### src/rtl/serial_adder_if.sv
// Operand/result bundle for serial_adder: the requester drives start and operands,
// the adder returns busy, the done pulse and the registered result.
interface serial_adder_if #(
  parameter int WIDTH = 8
);
  logic             start;
  logic [WIDTH-1:0] a;
  logic [WIDTH-1:0] b;
  logic             cin;
  logic             busy;
  logic             done;
  logic [WIDTH-1:0] y;
  logic             cout;

  modport master (output start, a, b, cin, input busy, done, y, cout);
  modport slave  (input start, a, b, cin, output busy, done, y, cout);
endinterface

### src/rtl/serial_adder.sv
// Bit-serial adder: one full-adder slice and a carry flop consume the operands
// LSB first, one bit per clock, and publish {cout, y} with a one-cycle done pulse.
module serial_adder #(
  parameter int WIDTH = 8
) (
  input  logic           clk,
  input  logic           rst_n,
  serial_adder_if.slave  bus
);
  localparam int CW = $clog2(WIDTH + 1);

  typedef enum logic {IDLE, ADD} state_t;

  state_t           state_q, state_d;
  logic [WIDTH-1:0] opa_q, opa_d;
  logic [WIDTH-1:0] opb_q, opb_d;
  logic [WIDTH-1:0] res_q, res_d;
  logic [WIDTH-1:0] y_q, y_d;
  logic [CW-1:0]    cnt_q, cnt_d;
  logic             carry_q, carry_d;
  logic             cout_q, cout_d;
  logic             busy_q, busy_d;
  logic             done_q, done_d;

  logic             sum_bit;
  logic             carry_out;

  assign sum_bit   = opa_q[0] ^ opb_q[0] ^ carry_q;
  assign carry_out = (opa_q[0] & opb_q[0]) | ((opa_q[0] | opb_q[0]) & carry_q);

  always_comb begin
    state_d = state_q;
    opa_d   = opa_q;
    opb_d   = opb_q;
    res_d   = res_q;
    y_d     = y_q;
    cnt_d   = cnt_q;
    carry_d = carry_q;
    cout_d  = cout_q;
    busy_d  = busy_q;
    done_d  = 1'b0;
    case (state_q)
      IDLE: begin
        if (bus.start) begin
          opa_d   = bus.a;
          opb_d   = bus.b;
          carry_d = bus.cin;
          cnt_d   = '0;
          busy_d  = 1'b1;
          state_d = ADD;
        end
      end
      ADD: begin
        opa_d   = opa_q >> 1;
        opb_d   = opb_q >> 1;
        res_d   = {sum_bit, res_q[WIDTH-1:1]};
        carry_d = carry_out;
        cnt_d   = cnt_q + CW'(1);
        // Last slice: publish the freshly shifted result rather than waiting a cycle.
        if (cnt_q == CW'(WIDTH - 1)) begin
          y_d     = {sum_bit, res_q[WIDTH-1:1]};
          cout_d  = carry_out;
          done_d  = 1'b1;
          busy_d  = 1'b0;
          state_d = IDLE;
        end
      end
      default: begin
        state_d = IDLE;
        busy_d  = 1'b0;
      end
    endcase
  end

  always_ff @(posedge clk or negedge rst_n) begin
    if (!rst_n) begin
      state_q <= IDLE;
      opa_q   <= '0;
      opb_q   <= '0;
      res_q   <= '0;
      y_q     <= '0;
      cnt_q   <= '0;
      carry_q <= 1'b0;
      cout_q  <= 1'b0;
      busy_q  <= 1'b0;
      done_q  <= 1'b0;
    end else begin
      state_q <= state_d;
      opa_q   <= opa_d;
      opb_q   <= opb_d;
      res_q   <= res_d;
      y_q     <= y_d;
      cnt_q   <= cnt_d;
      carry_q <= carry_d;
      cout_q  <= cout_d;
      busy_q  <= busy_d;
      done_q  <= done_d;
    end
  end

  assign bus.busy = busy_q;
  assign bus.done = done_q;
  assign bus.y    = y_q;
  assign bus.cout = cout_q;
endmodule

### src/flat_wrapper.sv
// flat-port wrapper written by rule: the top's interface ports become plain ports
module serial_adder_flat 
#(
  parameter int WIDTH = 8
)
  (clk, rst_n, bus_start, bus_a, bus_b, bus_cin, bus_busy, bus_done, bus_y, bus_cout);
  serial_adder_if #(.WIDTH(WIDTH)) bus_i ();
  input  logic clk;
  input  logic rst_n;
  input wire logic [$bits(bus_i.start)-1:0] bus_start;
  input wire logic [$bits(bus_i.a)-1:0] bus_a;
  input wire logic [$bits(bus_i.b)-1:0] bus_b;
  input wire logic [$bits(bus_i.cin)-1:0] bus_cin;
  output wire logic [$bits(bus_i.busy)-1:0] bus_busy;
  output wire logic [$bits(bus_i.done)-1:0] bus_done;
  output wire logic [$bits(bus_i.y)-1:0] bus_y;
  output wire logic [$bits(bus_i.cout)-1:0] bus_cout;
  assign bus_i.start = bus_start;
  assign bus_i.a = bus_a;
  assign bus_i.b = bus_b;
  assign bus_i.cin = bus_cin;
  assign bus_busy = bus_i.busy;
  assign bus_done = bus_i.done;
  assign bus_y = bus_i.y;
  assign bus_cout = bus_i.cout;
  serial_adder #(.WIDTH(WIDTH)) u_core (.clk(clk), .rst_n(rst_n), .bus(bus_i));
endmodule
### config.mk
export PLATFORM = sky130hd
export DESIGN_NAME = serial_adder_flat
export DESIGN_NICKNAME = d
export VERILOG_FILES = /design/src/rtl/serial_adder_if.sv /design/src/rtl/serial_adder.sv /design/src/flat_wrapper.sv
export SDC_FILE = /design/constraint.sdc
export NUM_CORES = 1
export LEC_CHECK = 0
export CORE_MARGIN = 2
export CORE_UTILIZATION = 41
export CTS_BUF_LIST = sky130_fd_sc_hd__clkbuf_8
export CTS_CLUSTER_DIAMETER = 30
export DETAILED_ROUTE_END_ITERATION = 8
export HOLD_SLACK_MARGIN = 0.06
export PLACE_DENSITY = 0.73
export SLEW_MARGIN = 5
export SYNTH_ARGS = -nofsm -noshare
export SYNTH_HDL_FRONTEND = slang
export SYNTH_SLANG_ARGS = --single-unit
### constraint.sdc
create_clock -name clk -period 1.85 [get_ports clk]
set_clock_uncertainty 0.15 [all_clocks]
set_input_delay 0.37 -clock clk [delete_from_list [all_inputs] [get_ports clk]]
set_output_delay 0.37 -clock clk [all_outputs]
set_load 0.01 [all_outputs]
==> results of run 1 <==
==> placed cells by master (no fill, tap or decap), drive strengths merged, types with 2 or more instances in the layout <==
cell type and n:
a22o 3, buf 8, clkbuf 5, clkdlybuf4s50 29, dfrtp 40, inv 2
mux2 17, mux2i 17, nand2 16, nor2 5, o21ai 16
==> layer usage <==
metal	global-route usage	vias to the layer above	share of wire
li1	-	522	-
met1	0.177	552	0.43
met2	0.231	20	0.51
met3	0.0559	5	0.041
met4	0.0600	0	0.020
met5	0	-	0
==> cell families after synthesis <==
family,Yosys count,share of synthesized area
DFF,40,0.596
muxes,34,0.215
and+or+nand+nor,23,0.0641
AOI/OAI and AO/OA,20,0.0671
buffers and inverters,8,0.0276
xor gates and xnor gates,2,0.0104
adders and majority gates,2,0.0194
==> registers in the layout, summed over array words and instances, names as in the netlist <==
| signal | flops |
|---|---|
| u_core.bus.y | 8 |
| u_core.opa_q | 8 |
| u_core.opb_q | 8 |
| u_core.res_q | 7 |
| u_core.cnt_q | 4 |
| u_core.bus.busy | 1 |
| u_core.bus.cout | 1 |
| u_core.bus.done | 1 |
| u_core.carry_q | 1 |
| u_core.state_q | 1 |
==> power by group through the flow <==
stage	Combinational (mW)	Sequential, mW	Clock, mW
4_1_cts	1.12	1.47	0.698
3_3_place_gp	1.06	1.47	0
2_1_floorplan	0.705	1.45	0
3_5_place_dp	1.10	1.49	0
6_report	1.09	1.47	0.682
5_1_grt	1.22	1.52	0.743
==> cell usage after synthesis <==
master	n
nand4b_4	1
nand2_1	16
clkbuf_1	3
buf_4	2
mux2i_1	17
nand3_1	1
nor2_1	5
ha_1	1
a22o_2	1
fa_1	1
o21ai_0	16
mux2_2	17
xor2_1	1
a22o_1	2
buf_6	1
xnor2_1	1
a21oi_1	1
buf_2	1
inv_1	1
dfrtp_1	40
==> path summary, 6_finish.rpt <==
check | from | end | slack [ns] | depth (start not counted)
max | u_core.bus.busy | bus_busy | 0.09 | 1
min | u_core.opb_q[1] | u_core.opb_q[0] | 0.34 | 2
max reg2reg | u_core.cnt_q[0] | u_core.bus.y[1] | 0.36 | 3
min reg2reg | u_core.opb_q[1] | u_core.opb_q[0] | 0.34 | 2
max in group asynchronous | rst_n | u_core.opb_q[3] | 0.93 | 3
min in group asynchronous | rst_n | u_core.res_q[3] | 0.43 | 3
==> final cells by class <==
| type | instances | area, um2 | area share |
|---|---|---|---|
| clock buffer | 5 | 68.8 | 0.0314 |
| multi-input combinational | 81 | 632 | 0.289 |
| timing repair buffer | 38 | 383 | 0.175 |
| tap | 50 | 62.6 | 0.0286 |
| inverter | 1 | 3.75 | 0.00171 |
| clock inverter | 3 | 38.8 | 0.0177 |
| sequential | 40 | 1000 | 0.457 |
==> metrics, run 1 <==
run status=finished clean; Least-Margin Pin Slew=0.421 ns; clock sink count=40; synthesized area=~1700 um2; Tmin final=around 1.8 ns; pre-CTS WS=just under 0.1 ns; setup tns final=0 ns; overall power=3.24 mW; CP Cell Sequence=clkdlybuf4s50_1; Max Freq=0.569 GHz; initial drt markers=29; I/O Buffers=30; Critical Path RT=1.33 ns; Placed Cells=209; Yosys top cell by area=dfrtp_1; grt ovf=0; count of pins over their slew limit=0; Static Leak=1.03 nW; WP buf/inv=1; slowest stage delay, CP=0.56 ns; period utilization=0.951; die height=68.0 um; fin area=2190 um2; Worst Hold Class=flip-flop to flip-flop; Diodes inserted=0; Yosys reg bits=40; Die X=68.0 um; Critical Path End Type=primary output; # hold bufs at CTS=1; DRC=0; Clock Path Buffers=2; sequential power share=0.453; Worst slew margin=0.719; Netlist cell types=20; GPL Wtd Cong=0.673; Pre-antenna DRT Iters=4; cell row count=23; WP data arrival=~1.2 ns; CTS tree=yes; vias in the first global route=1,091; final setup margin=between 0.09 and 0.1 ns; Setup Crit Path Kind=flip-flop to primary output; PwrDens=1480 nW/um2; Placement Cell Area=2070 um2; final core utilization=0.551; Layout Nets=189; Area Growth Syn to Fin=30.4%; IO Pins=31; TritonCTS Buffers=5; Core Area=3970 um2; die area=4620 um2; vias per cell=approximately 5; Routed Antenna Nets=0; initial antenna violation count=0; synth top area cells=dfrtp_1, mux2_2, mux2i_1; Mapped Cells=129; layout cells sized above 1=0.202; GRT Resource Usage Total=0.145; Clk pwr share=0.210; syn_area_per_cell=13.0 um2; CP startpoint kind=flip-flop; total number of vias=between 1,000 and 1,500; Int Pwr=2.27 mW; root buffer cell=clkbuf_8; Psw=0.976 mW; sw frac=0.301; total of fill cells in the finished design=331; latest clock arrival within the worst-skew pair=around 0.29 ns; part of the Yosys area used for sequential elements=0.596; critical-path maximum fanout=3; syn nets=between 150 and 200; YS warnings=0; final setup vio count=0; Avg WL per Cell=roughly 13 um; Slowest-stage cell, CP=clkdlybuf4s50_1; combinational share of power=0.337; Hold Vio Cnt, Final=0; initial core utilization=0.423; delay-heaviest family, CP=buffers and inverters; clock slew at reported path FFs=0.07 ns; Peak VDD IR=0.920 mV; setup bufs post-CTS=0; largest net degree at the start of global routing=41; H-tree depth=2; Max Cap Viol=0; Synth top area share=0.596; post_cts resized=0; DP HPWL=2090 um; WL final=2910 um; Non-Filler Instances=between 200 and 250; RSZ-0062 raised after global routing=false; first-pass GRT wire length=about 4800 um; hold_ws=0.337 ns
No activity file was read; power rests on OpenSTA's default activity.
==> run 2: changes to the inputs <==
--- a/config.mk
+++ b/config.mk
@@ -12,6 +12,7 @@
 export DETAILED_ROUTE_END_ITERATION = 8
 export HOLD_SLACK_MARGIN = 0.06
 export PLACE_DENSITY = 0.73
+export SKIP_LAST_GASP = 1
 export SLEW_MARGIN = 5
 export SYNTH_ARGS = -nofsm -noshare
 export SYNTH_HDL_FRONTEND = slang
==> results of run 2 <==
The final DEF is identical to that of run 1; final timing and power are the same.
